## src/rtl/sdram_pkg.sv

```systemverilog
// Shared SDRAM command codes, pin patterns and helpers for the core FSM and the command PHY.
package sdram_pkg;

    localparam logic [3:0] CMD_NOP   = 4'h0;
    localparam logic [3:0] CMD_DESL  = 4'h1;
    localparam logic [3:0] CMD_MRS   = 4'h2;
    localparam logic [3:0] CMD_ACT   = 4'h3;
    localparam logic [3:0] CMD_READ  = 4'h4;
    localparam logic [3:0] CMD_READA = 4'h5;
    localparam logic [3:0] CMD_WRIT  = 4'h6;
    localparam logic [3:0] CMD_WRITA = 4'h7;
    localparam logic [3:0] CMD_PRE   = 4'h8;
    localparam logic [3:0] CMD_PALL  = 4'h9;
    localparam logic [3:0] CMD_BST   = 4'hA;
    localparam logic [3:0] CMD_REF   = 4'hB;
    localparam logic [3:0] CMD_SELF  = 4'hC;
    localparam logic [3:0] CMD_SUP   = 4'hD;
    localparam logic [3:0] CMD_REC   = 4'hE;
    localparam logic [3:0] CMD_ILL   = 4'hF;

    // {CS_n, RAS_n, CAS_n, WE_n}
    localparam logic [3:0] PIN_DESL  = 4'b1111;
    localparam logic [3:0] PIN_NOP   = 4'b0111;
    localparam logic [3:0] PIN_MRS   = 4'b0000;
    localparam logic [3:0] PIN_ACT   = 4'b0011;
    localparam logic [3:0] PIN_READ  = 4'b0101;
    localparam logic [3:0] PIN_WRIT  = 4'b0100;
    localparam logic [3:0] PIN_PRE   = 4'b0010;
    localparam logic [3:0] PIN_BST   = 4'b0110;
    localparam logic [3:0] PIN_REF   = 4'b0001;

    localparam int A10 = 10;

    function automatic logic is_read(input logic [3:0] c);
        return (c == CMD_READ) || (c == CMD_READA);
    endfunction

    function automatic logic is_write(input logic [3:0] c);
        return (c == CMD_WRIT) || (c == CMD_WRITA);
    endfunction

endpackage

```

## src/rtl/sdram_cmd_phy_if.sv

```systemverilog
// Core-side command bus of the SDRAM command PHY: abstract command, address, write data, read return.
interface sdram_cmd_phy_if #(
    parameter int ROW_BITS   = 12,
    parameter int COL_BITS   = 9,
    parameter int BANK_BITS  = 2,
    parameter int DATA_WIDTH = 16
);
    logic [3:0]                          cmd;
    logic [BANK_BITS+ROW_BITS+COL_BITS-1:0] addr;
    logic [DATA_WIDTH-1:0]               wr_data;
    logic [DATA_WIDTH/8-1:0]             wr_mask;
    logic [DATA_WIDTH-1:0]               rd_data;
    logic                                rd_valid;

    modport master (output cmd, addr, wr_data, wr_mask, input rd_data, rd_valid);
    modport slave  (input cmd, addr, wr_data, wr_mask, output rd_data, rd_valid);
endinterface

```

## src/rtl/sdram_rd_pipe.sv

```systemverilog
// CAS-latency read valid pipe and read-data capture register.
// SDRAM_PHY_CHECK_EN adds a busy output for the bus-conflict checker.
module sdram_rd_pipe #(
    parameter int CAS_LAT    = 2,
    parameter int DATA_WIDTH = 16
) (
    input  logic                  clk,
    input  logic                  rst_n,
    input  logic                  rd_req,
    input  logic [DATA_WIDTH-1:0] dq_in,
    output logic [DATA_WIDTH-1:0] rd_data,
    output logic                  rd_valid
`ifdef SDRAM_PHY_CHECK_EN
    , output logic                busy
`endif
);
    // Command reaches the device one edge after sampling; data follows CAS_LAT edges later.
    logic [CAS_LAT:0] vld_pipe;

    always_ff @(posedge clk or negedge rst_n) begin
        if (!rst_n) begin
            vld_pipe <= '0;
            rd_valid <= 1'b0;
            rd_data  <= '0;
        end else begin
            vld_pipe <= {vld_pipe[CAS_LAT-1:0], rd_req};
            rd_valid <= vld_pipe[CAS_LAT];
            if (vld_pipe[CAS_LAT]) rd_data <= dq_in;
        end
    end

`ifdef SDRAM_PHY_CHECK_EN
    assign busy = |vld_pipe;
`endif
endmodule

```

## src/rtl/sdram_cmd_phy.sv

```systemverilog
// SDRAM command PHY: abstract command -> registered SDRAM pins, write drive, CAS-latency read capture.
// SDRAM_PHY_CHECK_EN adds a sticky protocol error output err.
module sdram_cmd_phy
    import sdram_pkg::*;
#(
    parameter int              ROW_BITS   = 12,
    parameter int              COL_BITS   = 9,
    parameter int              BANK_BITS  = 2,
    parameter int              DATA_WIDTH = 16,
    parameter int              CAS_LAT    = 2,
    parameter logic [ROW_BITS-1:0] MODE_REG = 12'h020
) (
    input  logic                    clk,
    input  logic                    rst_n,
    sdram_cmd_phy_if.slave          core,
    output logic                    sd_cke,
    output logic                    sd_cs_n,
    output logic                    sd_ras_n,
    output logic                    sd_cas_n,
    output logic                    sd_we_n,
    output logic [BANK_BITS-1:0]    sd_ba,
    output logic [ROW_BITS-1:0]     sd_a,
    output logic [DATA_WIDTH/8-1:0] sd_dqm,
    output logic [DATA_WIDTH-1:0]   sd_dq_out,
    output logic                    sd_dq_oe,
    input  logic [DATA_WIDTH-1:0]   sd_dq_in
`ifdef SDRAM_PHY_CHECK_EN
    , output logic                  err
`endif
);
    localparam int AW = BANK_BITS + ROW_BITS + COL_BITS;

    logic [BANK_BITS-1:0] bank_q;
    logic [ROW_BITS-1:0]  row_q;
    logic [COL_BITS-1:0]  col_q;
    logic                 lp_q, lp_nxt, cke_nxt, rd, wr;
    logic [3:0]           pin_nxt;
    logic [BANK_BITS-1:0] ba_nxt;
    logic [ROW_BITS-1:0]  a_nxt;

    always_comb begin
        pin_nxt = PIN_NOP;
        ba_nxt  = '0;
        a_nxt   = '0;
        cke_nxt = sd_cke;
        lp_nxt  = lp_q;
        rd      = 1'b0;
        wr      = 1'b0;
        case (core.cmd)
            CMD_DESL: pin_nxt = PIN_DESL;
            CMD_NOP, CMD_REC: begin cke_nxt = 1'b1; lp_nxt = 1'b0; end
            CMD_MRS: begin pin_nxt = PIN_MRS; a_nxt = MODE_REG; end
            CMD_ACT: begin
                pin_nxt = PIN_ACT;
                ba_nxt  = core.addr[AW-1 -: BANK_BITS];
                a_nxt   = core.addr[COL_BITS +: ROW_BITS];
            end
            CMD_READ, CMD_READA, CMD_WRIT, CMD_WRITA: begin
                rd      = is_read(core.cmd);
                wr      = is_write(core.cmd);
                pin_nxt = rd ? PIN_READ : PIN_WRIT;
                ba_nxt  = bank_q;
                a_nxt[COL_BITS-1:0] = col_q;
                a_nxt[A10] = (core.cmd == CMD_READA) || (core.cmd == CMD_WRITA);
            end
            CMD_PRE:  begin pin_nxt = PIN_PRE; ba_nxt = bank_q; end
            CMD_PALL: begin pin_nxt = PIN_PRE; a_nxt[A10] = 1'b1; end
            CMD_BST:  pin_nxt = PIN_BST;
            CMD_REF:  pin_nxt = PIN_REF;
            CMD_SELF: begin pin_nxt = PIN_REF; cke_nxt = 1'b0; lp_nxt = 1'b1; end
            CMD_SUP:  begin cke_nxt = 1'b0; lp_nxt = 1'b1; end
            default:  pin_nxt = PIN_NOP;
        endcase
    end

    always_ff @(posedge clk or negedge rst_n) begin
        if (!rst_n) begin
            {sd_cs_n, sd_ras_n, sd_cas_n, sd_we_n} <= PIN_DESL;
            sd_cke    <= 1'b1;
            lp_q      <= 1'b0;
            sd_ba     <= '0;
            sd_a      <= '0;
            sd_dqm    <= '1;
            sd_dq_out <= '0;
            sd_dq_oe  <= 1'b0;
            bank_q    <= '0;
            row_q     <= '0;
            col_q     <= '0;
        end else begin
            {sd_cs_n, sd_ras_n, sd_cas_n, sd_we_n} <= pin_nxt;
            sd_cke   <= cke_nxt;
            lp_q     <= lp_nxt;
            sd_ba    <= ba_nxt;
            sd_a     <= a_nxt;
            sd_dqm   <= wr ? core.wr_mask : '0;
            sd_dq_oe <= wr;
            if (wr) sd_dq_out <= core.wr_data;
            if (core.cmd == CMD_ACT)
                {bank_q, row_q, col_q} <= core.addr;
        end
    end

`ifdef SDRAM_PHY_CHECK_EN
    logic rd_busy;

    always_ff @(posedge clk or negedge rst_n) begin
        if (!rst_n) err <= 1'b0;
        else if ((wr && rd_busy) || core.cmd == CMD_ILL ||
                 (lp_q && !(core.cmd inside {CMD_NOP, CMD_REC, CMD_DESL})))
            err <= 1'b1;
    end
`endif

    sdram_rd_pipe #(.CAS_LAT(CAS_LAT), .DATA_WIDTH(DATA_WIDTH)) u_rd_pipe (
        .clk      (clk),
        .rst_n    (rst_n),
        .rd_req   (rd),
        .dq_in    (sd_dq_in),
        .rd_data  (core.rd_data),
        .rd_valid (core.rd_valid)
`ifdef SDRAM_PHY_CHECK_EN
        , .busy   (rd_busy)
`endif
    );
endmodule
```

## src/flat_wrapper.sv

```systemverilog
// flat-port wrapper written by rule: the top's interface ports become plain ports
module sdram_cmd_phy_flat import sdram_pkg::*;
#(
    parameter int              ROW_BITS   = 12,
    parameter int              COL_BITS   = 9,
    parameter int              BANK_BITS  = 2,
    parameter int              DATA_WIDTH = 16,
    parameter int              CAS_LAT    = 2,
    parameter logic [ROW_BITS-1:0] MODE_REG = 12'h020
)
  (clk, rst_n, sd_cke, sd_cs_n, sd_ras_n, sd_cas_n, sd_we_n, sd_ba, sd_a, sd_dqm, sd_dq_out, sd_dq_oe, sd_dq_in, core_cmd, core_addr, core_wr_data, core_wr_mask, core_rd_data, core_rd_valid);
  sdram_cmd_phy_if #(.ROW_BITS(ROW_BITS), .COL_BITS(COL_BITS), .BANK_BITS(BANK_BITS), .DATA_WIDTH(DATA_WIDTH)) core_i ();
  input  logic clk;
  input  logic rst_n;
  output logic sd_cke;
  output logic sd_cs_n;
  output logic sd_ras_n;
  output logic sd_cas_n;
  output logic sd_we_n;
  output logic [BANK_BITS-1:0] sd_ba;
  output logic [ROW_BITS-1:0] sd_a;
  output logic [DATA_WIDTH/8-1:0] sd_dqm;
  output logic [DATA_WIDTH-1:0] sd_dq_out;
  output logic sd_dq_oe;
  input  logic [DATA_WIDTH-1:0] sd_dq_in;
  input wire logic [$bits(core_i.cmd)-1:0] core_cmd;
  input wire logic [$bits(core_i.addr)-1:0] core_addr;
  input wire logic [$bits(core_i.wr_data)-1:0] core_wr_data;
  input wire logic [$bits(core_i.wr_mask)-1:0] core_wr_mask;
  output wire logic [$bits(core_i.rd_data)-1:0] core_rd_data;
  output wire logic [$bits(core_i.rd_valid)-1:0] core_rd_valid;
  assign core_i.cmd = core_cmd;
  assign core_i.addr = core_addr;
  assign core_i.wr_data = core_wr_data;
  assign core_i.wr_mask = core_wr_mask;
  assign core_rd_data = core_i.rd_data;
  assign core_rd_valid = core_i.rd_valid;
  sdram_cmd_phy #(.ROW_BITS(ROW_BITS), .COL_BITS(COL_BITS), .BANK_BITS(BANK_BITS), .DATA_WIDTH(DATA_WIDTH), .CAS_LAT(CAS_LAT), .MODE_REG(MODE_REG)) u_core (.clk(clk), .rst_n(rst_n), .core(core_i), .sd_cke(sd_cke), .sd_cs_n(sd_cs_n), .sd_ras_n(sd_ras_n), .sd_cas_n(sd_cas_n), .sd_we_n(sd_we_n), .sd_ba(sd_ba), .sd_a(sd_a), .sd_dqm(sd_dqm), .sd_dq_out(sd_dq_out), .sd_dq_oe(sd_dq_oe), .sd_dq_in(sd_dq_in));
endmodule
```

## config.mk

```make
export PLATFORM = sky130hd
export DESIGN_NAME = sdram_cmd_phy_flat
export DESIGN_NICKNAME = d
export VERILOG_FILES = /design/src/rtl/sdram_pkg.sv /design/src/rtl/sdram_cmd_phy_if.sv /design/src/rtl/sdram_rd_pipe.sv /design/src/rtl/sdram_cmd_phy.sv /design/src/flat_wrapper.sv
export SDC_FILE = /design/constraint.sdc
export NUM_CORES = 1
export LEC_CHECK = 0
export ABC_CLOCK_PERIOD_IN_PS = 1100
export CORE_UTILIZATION = 38
export CTS_CLUSTER_DIAMETER = 50
export DETAILED_ROUTE_END_ITERATION = 10
export MAX_ROUTING_LAYER = met4
export PLACE_DENSITY_LB_ADDON = 0.05
export SKIP_LAST_GASP = 1
export SLEW_MARGIN = 20
export SYNTH_ARGS = -nofsm -noshare
export SYNTH_HDL_FRONTEND = slang
export SYNTH_SLANG_ARGS = --single-unit
```

## constraint.sdc

```tcl
create_clock -name clk -period 1.1 [get_ports clk]
set_input_delay 0.22 -clock clk [delete_from_list [all_inputs] [get_ports clk]]
set_output_delay 0.22 -clock clk [all_outputs]
set_load 0.05 [all_outputs]
```

==> results of run 1 <==
logic make-up (layout without fill, tap and decap cells):
kind of cell | count (synthesis) | count (layout) | share of synthesized area [%]
DFF | 69 | 69 | 64.0
and+or+nand+nor | 43 | 43 | 8.30
muxes | 42 | 42 | 19.2
AOI/OAI and AO/OA | 21 | 21 | 4.38
buffers and inverters | 18 | 168 | 4.10
final cells by class:
| cell class | instances | area share, % |
|---|---|---|
| clock buffer | 11 | 2.83 |
| clock inverter | 5 | 1.68 |
| inverter | 5 | 0.376 |
| multi-input combinational | 106 | 17.7 |
| sequential | 69 | 34.8 |
| tap | 96 | 2.41 |
| timing repair buffer | 147 | 40.3 |
layer usage:
layer | up-vias | track usage [%] | wire length (µm)
li1 | 951 | - | -
met5 | - | - | 0
met2 | 66 | 27.7 | 3020
met1 | 963 | 23.0 | 2760
met4 | 0 | 7.73 | 48
met3 | 5 | 4.48 | 352
registers in the layout, indices dropped and copies added (netlist names):
register                   count
u_core.sd_dq_out              16
u_core.u_rd_pipe.rd_data      16
u_core.sd_a                   12
u_core.col_q                   9
u_core.u_rd_pipe.vld_pipe      3
u_core.bank_q                  2
u_core.sd_ba                   2
u_core.sd_dqm                  2
u_core.sd_cas_n                1
u_core.sd_cke                  1
u_core.sd_cs_n                 1
u_core.sd_dq_oe                1
u_core.sd_ras_n                1
u_core.sd_we_n                 1
u_core.u_rd_pipe.rd_valid      1
power by group through the flow:
stage	Combinational, W	Clock, W	Sequential (W)
3_5_place_dp	0.00312	0	0.00332
6_report	0.00320	0.00226	0.00328
3_3_place_gp	0.00308	0	0.00331
4_1_cts	0.00318	0.00234	0.00328
2_1_floorplan	0.000499	0	0.00416
5_1_grt	0.00332	0.00245	0.00332
cells in the final DEF, fill, tap and decap left out, types with 2 or more instances in the layout:
cell type,instances
clkinvlp_4,2
mux2_4,14
buf_12,59
inv_1,5
and2_1,3
a21oi_1,12
buf_4,25
and3_1,2
clkbuf_8,10
dfstp_2,7
nor3_1,2
mux2_2,28
nand2_1,14
clkdlybuf4s50_1,57
nand3_1,12
dlygate4sd2_1,2
o21ai_0,5
nor2_1,3
bufinv_16,2
dfrtp_1,62
timing repair:
action                                 in CTS  in global routing
setup buffers                               4                  5
resized for setup                          12                  1
cloned                                      1                  0
setup endpoints to repair                  99                 59
pin swaps                                   1                  1
endpoints found under the hold margin      10                  0
hold buffers                                1                  0
final timing paths:
check,from,end,slack [ns],cells after the start
worst max-delay path,u_core.sd_cke$_DFFE_PN1P_,sd_cke,-0.14,1
worst min-delay path,core_cmd[2],u_core.sd_cs_n$_DFF_PN1_,0.30,3
worst max register to register,u_core.sd_dq_out[7]$_DFFE_PN0P_,u_core.sd_dq_out[7]$_DFFE_PN0P_,0.06,3
worst min register to register,u_core.u_rd_pipe.vld_pipe[1]$_DFF_PN0_,u_core.u_rd_pipe.vld_pipe[2]$_DFF_PN0_,0.35,0
max in group asynchronous,rst_n,u_core.sd_dqm[1]$_DFF_PN1_,0.29,3
min in group asynchronous,rst_n,u_core.sd_a[11]$_DFF_PN0_,0.32,2
through the flow:
| step | total power, W | cell area, µm² | hold WS (ns) | cells |
|---|---|---|---|---|
| CTS | 0.00879 | 4960 | 0.306 | 434 |
| global placement | 0.00639 | 4650 | 0.117 | 412 |
| finish | 0.00874 | 4990 | 0.302 | 439 |
| floorplan | 0.00465 | 2730 | -0.0756 | 193 |
| global route | 0.00910 | 4990 | 0.303 | 439 |
| detailed placement | 0.00644 | 4650 | 0.119 | 412 |
==> results.py, run 1 <==
metrics = {
    "run_status": {
        "outcome": "complete, but fails checks",
        "violations": "negative setup slack",
    },
    "timing": {
        "tns_ns": -1.49,
        "setup_viol": 45,
        "period_minus_slack_ns": 1.24,
        "worst_slack_ns": -0.136,
        "worst_pin_slew_ns": 0.271,
        "timing_hold_violations_final": 0,
        "slew_headroom_pct": 81.8,
        "rsz0062_at_grt": "yes",
        "skew_ns": 0.0121,
        "maxClockFrequency_ghz": 0.809,
        "period_share_pct": 112,
        "final_max_slew_viol_count": 0,
    },
    "clock_network": {
        "cts_made_buffers": 9,
        "insertion_delay_ns": 0.33,
        "cts_tree": "done",
        "clock_sinks": 69,
        "clock_tree.root_cell": "clkbuf_8",
        "clock_path_buffers": 2,
        "path_clk_slew_ns": 0.07,
        "cts-htree-levels": 3,
    },
    "finish": {
        "post-route-util_pct": 73.1,
        "drive_above_1_share_pct": 44.9,
        "multi_input_comb_area_um2": 883,
        "area_growth_pct": 84.0,
        "seq_area_um2": 1740,
        "fill_cells": 482,
        "diodes": 0,
        "nets": 401,
    },
    "synth": {
        "synthTopCellsByArea": "dfrtp_1 57%, mux2_2 12%, mux2_4 7.2%, dfstp_2 6.8%, a21oi_1 2.2%",
        "synthCells": 193,
        "syn_area_um2": 2710,
        "synth_seq_area_share_pct": 64.0,
        "yosysTopAreaCell": "dfrtp_1",
        "synth.most_common_cell": "dfrtp_1",
        "synth-async-reset-ratio_pct": 100,
        "synth_seq_cells": 69,
        "synth_top_area_share_pct": 57.2,
        "synth.net_count": 256,
        "ys.flop_type": "dfrtp_1",
        "ys_top_cells_by_count": "62 x dfrtp_1, 29 x mux2_2, 14 x nand2_1",
        "ys_types": 28,
        "ys.warnings.count": 0,
        "synth-edff-count": 0,
        "avgSynthCellArea_um2": 14.1,
    },
    "floorplan": {
        "dieArea_um2": 7480,
        "rows": 30,
        "die_h_um": 86.5,
        "io_pins": 118,
        "core_um2": 6830,
        "die_w_um": 86.5,
        "start_util_pct": 39.7,
    },
    "job": {
        "maxCapViolCount": 0,
    },
    "place": {
        "hpwl_mm": 4.57,
        "post-place-ws_ns": -0.574,
        "io_buffers": 117,
        "place.gp.congestion": 0.757,
    },
    "setup_path": {
        "worstSetupEndpointType": "output pin",
        "cp_cell_sequence": "buf_12",
        "crit_slowest_cell": "dfstp_2",
        "path_max_fanout": 2,
        "startpoint_type": "register",
        "worstSetupPathType": "register to output pin",
        "crit_required_ns": 0.88,
        "cp_top_family": "flip-flops",
        "slowest_delay_ns": 0.56,
        "arrival_ns": 1.02,
        "cp_num_buf_inv": 1,
    },
    "power": {
        "clkPwrFrac_pct": 25.9,
        "power_switching_w": 0.00273,
        "power_frac_seq_pct": 37.5,
        "intPower_w": 0.00601,
        "p_leak_nw": 2.23,
        "peakVddDrop_v": 0.000863,
        "swShare_pct": 31.2,
        "power_density_nw_per_um2": 1750,
        "combPwrFrac_pct": 36.6,
    },
    "routing": {
        "drt_wl_total_mm": 6.18,
        "ant_nets": 0,
        "viasPerCell": 4.52,
        "num_vias": 1985,
        "post_drt_wl_per_cell_um": 14.1,
        "drc": 0,
        "dr.pass1.iters": 4,
        "first_iter_violations": 66,
    },
    "global_route": {
        "antenna_found_initial": 0,
        "grt_pass1_wl_mm": 9.85,
        "grt_max_degree": 21,
        "grt_overflow": 0,
        "track_usage_pct": 18.1,
        "grt_pass1_vias": 1993,
    },
    "min_path": {
        "min_path_type": "input pin to register",
    },
}
(Power assumes the default switching activity.)
==> run 2: changes to the inputs <==
--- a/config.mk
+++ b/config.mk
@@ -6,8 +6,10 @@
 export NUM_CORES = 1
 export LEC_CHECK = 0
 export ABC_CLOCK_PERIOD_IN_PS = 1100
+export CORE_MARGIN = 5
 export CORE_UTILIZATION = 38
 export CTS_CLUSTER_DIAMETER = 50
+export CTS_CLUSTER_SIZE = 10
 export DETAILED_ROUTE_END_ITERATION = 10
 export MAX_ROUTING_LAYER = met4
 export PLACE_DENSITY_LB_ADDON = 0.05
==> run 2 against run 1 <==
Net effect:
- register-to-register slack better by 0.06 ns
- worst setup slack lost 0.011 ns
- clock power decreased by 24%
- combinational power is 2% lower
- total power shrank 6.8%
- via count is 2.4% higher
- the flow still finishes with violations (negative setup slack)
- flip-flop and latch count did not move
- design area is 1.4% lower
- worst hold slack got worse by 0.017 ns
- clock skew down 0.0050 ns
- non-clock buffer count down 4
- critical path type unchanged
- sequential share of layout area increased by 0.49 points
==> results.py, run 2 (same netlist as run 1, synthesis figures left out) <==
metrics = {
    "floorplan": {
        "dieArea_um2": 8930,
        "die_h_um": 94.5,
        "start_util_pct": 39.5,
        "io_pins": 118,
        "core_um2": 6870,
        "die_w_um": 94.5,
        "rows": 30,
    },
    "clock_network": {
        "insertion_delay_ns": 0.33,
        "clock_tree.root_cell": "clkbuf_8",
        "clock_sinks": 69,
        "cts_tree": "done",
        "clock_path_buffers": 2,
        "cts-htree-levels": 3,
        "cts_made_buffers": 9,
        "path_clk_slew_ns": 0.07,
    },
    "power": {
        "power_frac_seq_pct": 40.2,
        "intPower_w": 0.00543,
        "peakVddDrop_v": 0.00112,
        "power_density_nw_per_um2": 1650,
        "combPwrFrac_pct": 38.7,
        "p_leak_nw": 2.20,
        "clkPwrFrac_pct": 21.1,
        "power_w": 0.00814,
        "swShare_pct": 33.3,
        "power_switching_w": 0.00271,
    },
    "global_route": {
        "track_usage_pct": 16.8,
        "grt_max_degree": 25,
        "grt_pass1_wl_mm": 11.1,
        "grt_overflow": 0,
        "antenna_found_initial": 0,
        "grt_pass1_vias": 2215,
    },
    "timing": {
        "period_share_pct": 113,
        "timing_hold_violations_final": 0,
        "period_minus_slack_ns": 1.25,
        "rsz0062_at_grt": "yes",
        "skew_ns": 0.00711,
        "worst_slack_ns": -0.147,
        "setup_viol": 49,
        "maxClockFrequency_ghz": 0.802,
        "worst_pin_slew_ns": 0.330,
        "slew_headroom_pct": 78.0,
        "final_max_slew_viol_count": 0,
        "holdWs_ns": 0.285,
    },
    "finish": {
        "post-route-util_pct": 71.7,
        "reg.largest.list": "u_core.sd_dq_out: 16 flops, u_core.u_rd_pipe.rd_data: 16 flops, u_core.sd_a: 12 flops",
        "layout_commonest_cell": "dfrtp_1",
        "nets": 398,
        "finish.instance_area_um2": 4920,
        "diodes": 0,
        "drive_above_1_share_pct": 44.1,
        "area_growth_pct": 81.5,
        "layout_common_cells": "62 x dfrtp_1, 61 x buf_12, 57 x clkdlybuf4s50_1, 29 x mux2_2, 18 x buf_4",
    },
    "setup_path": {
        "crit_slowest_cell": "dfstp_2",
        "path_max_fanout": 2,
        "reg2reg_from": "u_core.u_rd_pipe.vld_pipe[2]$_DFF_PN0_",
        "startpoint_type": "register",
        "cp_top_family": "flip-flops",
        "crit_required_ns": 0.88,
        "startpoint": "u_core.sd_cke$_DFFE_PN1P_",
        "arrival_ns": 1.03,
        "cp_num_buf_inv": 1,
        "slowest_delay_ns": 0.56,
        "worstSetupPathType": "register to output pin",
        "worstSetupEndpointType": "output pin",
        "cp_cell_sequence": "buf_12",
    },
    "place": {
        "io_buffers": 117,
        "postPlaceCellArea_um2": 4630,
        "place.gp.congestion": 0.801,
        "hpwl_mm": 5.13,
    },
    "routing": {
        "post_drt_wl_per_cell_um": 15.9,
        "drt_wl_total_mm": 6.95,
        "num_vias": 2032,
        "first_iter_violations": 75,
        "ant_nets": 0,
        "drc": 0,
        "dr.pass1.iters": 4,
        "viasPerCell": 4.66,
    },
    "run_status": {
        "violations": "negative setup slack",
        "outcome": "complete, but fails checks",
    },
    "min_path": {
        "worstHoldStart": "core_cmd[2]",
        "min_path_type": "input pin to register",
    },
    "job": {
        "maxCapViolCount": 0,
    },
}
run 2: cell count changes in the layout (fill, tap and decap cells not counted), moves of 2 or more:
cell | previous run | this run
buf_4 | 25 | 18
clkbuf_1 | 1 | 3
buf_12 | 59 | 61
bufinv_16 | 2 | 0
clkinv_2 | 0 | 2
run 2: layout make-up:
type / count / area [µm²]
clock buffers: 12 / 135
clock inverters: 4 / 25.0
fillers: 489 / 1950
inverters: 5 / 18.8
multi-input cells: 107 / 891
flip-flops and latches: 69 / 1740
well taps: 96 / 120
repair buffers: 143 / 2000
run 2: path summary, 6_finish.rpt:
| path | to | slack, ns | depth (start not counted) |
|---|---|---|---|
| hold / removal | u_core.sd_cs_n$_DFF_PN1_ | 0.28 | 3 |
| max in group asynchronous | u_core.sd_dqm[0]$_DFF_PN1_ | 0.26 | 3 |
| min in group asynchronous | u_core.sd_a[11]$_DFF_PN0_ | 0.32 | 2 |
| hold reg to reg | u_core.u_rd_pipe.vld_pipe[2]$_DFF_PN0_ | 0.35 | 0 |
| setup / recovery | sd_cke | -0.15 | 1 |
| setup reg to reg | u_core.u_rd_pipe.rd_data[5]$_DFFE_PN0P_ | 0.12 | 2 |
run 2: metrics by stage:
stage          worst slack [ns]  cells  TNS, ns
6_report                 -0.147    436    -1.54
2_1_floorplan            -0.148    193    -1.57
3_5_place_dp             -0.555    410   -22.62
3_3_place_gp             -0.540    410   -21.91
4_1_cts                  -0.169    435    -2.83
5_1_grt                  -0.184    436    -3.55
run 2: power by group through the flow:
| stage | Combinational, W | Clock [W] | Sequential (W) |
|---|---|---|---|
| 6_report | 0.00315 | 0.00172 | 0.00327 |
| 5_1_grt | 0.00328 | 0.00189 | 0.00332 |
| 4_1_cts | 0.00319 | 0.00178 | 0.00328 |
| 3_5_place_dp | 0.00313 | 0 | 0.00332 |
| 3_3_place_gp | 0.00309 | 0 | 0.00331 |
| 2_1_floorplan | 0.000499 | 0 | 0.00416 |
run 2: per-layer routing:
| metal | up-vias | global-route usage [%] | part of all wire (%) |
|---|---|---|---|
| met5 | - | - | 0 |
| met4 | 0 | 7.33 | 2.1 |
| met3 | 11 | 3.19 | 6.2 |
| met2 | 81 | 27.1 | 49 |
| met1 | 992 | 20.6 | 42 |
| li1 | 948 | - | - |
run 2: what timing repair did:
| item | CTS | global route |
|---|---|---|
| hold buffers | 1 | 0 |
| hold endpoints to repair | 9 | 0 |
| pin swaps | 2 | 1 |
| gates cloned | 2 | 0 |
| resized for setup | 10 | 3 |
| endpoints found under the setup margin | 98 | 62 |
| buffers inserted | 6 | 1 |
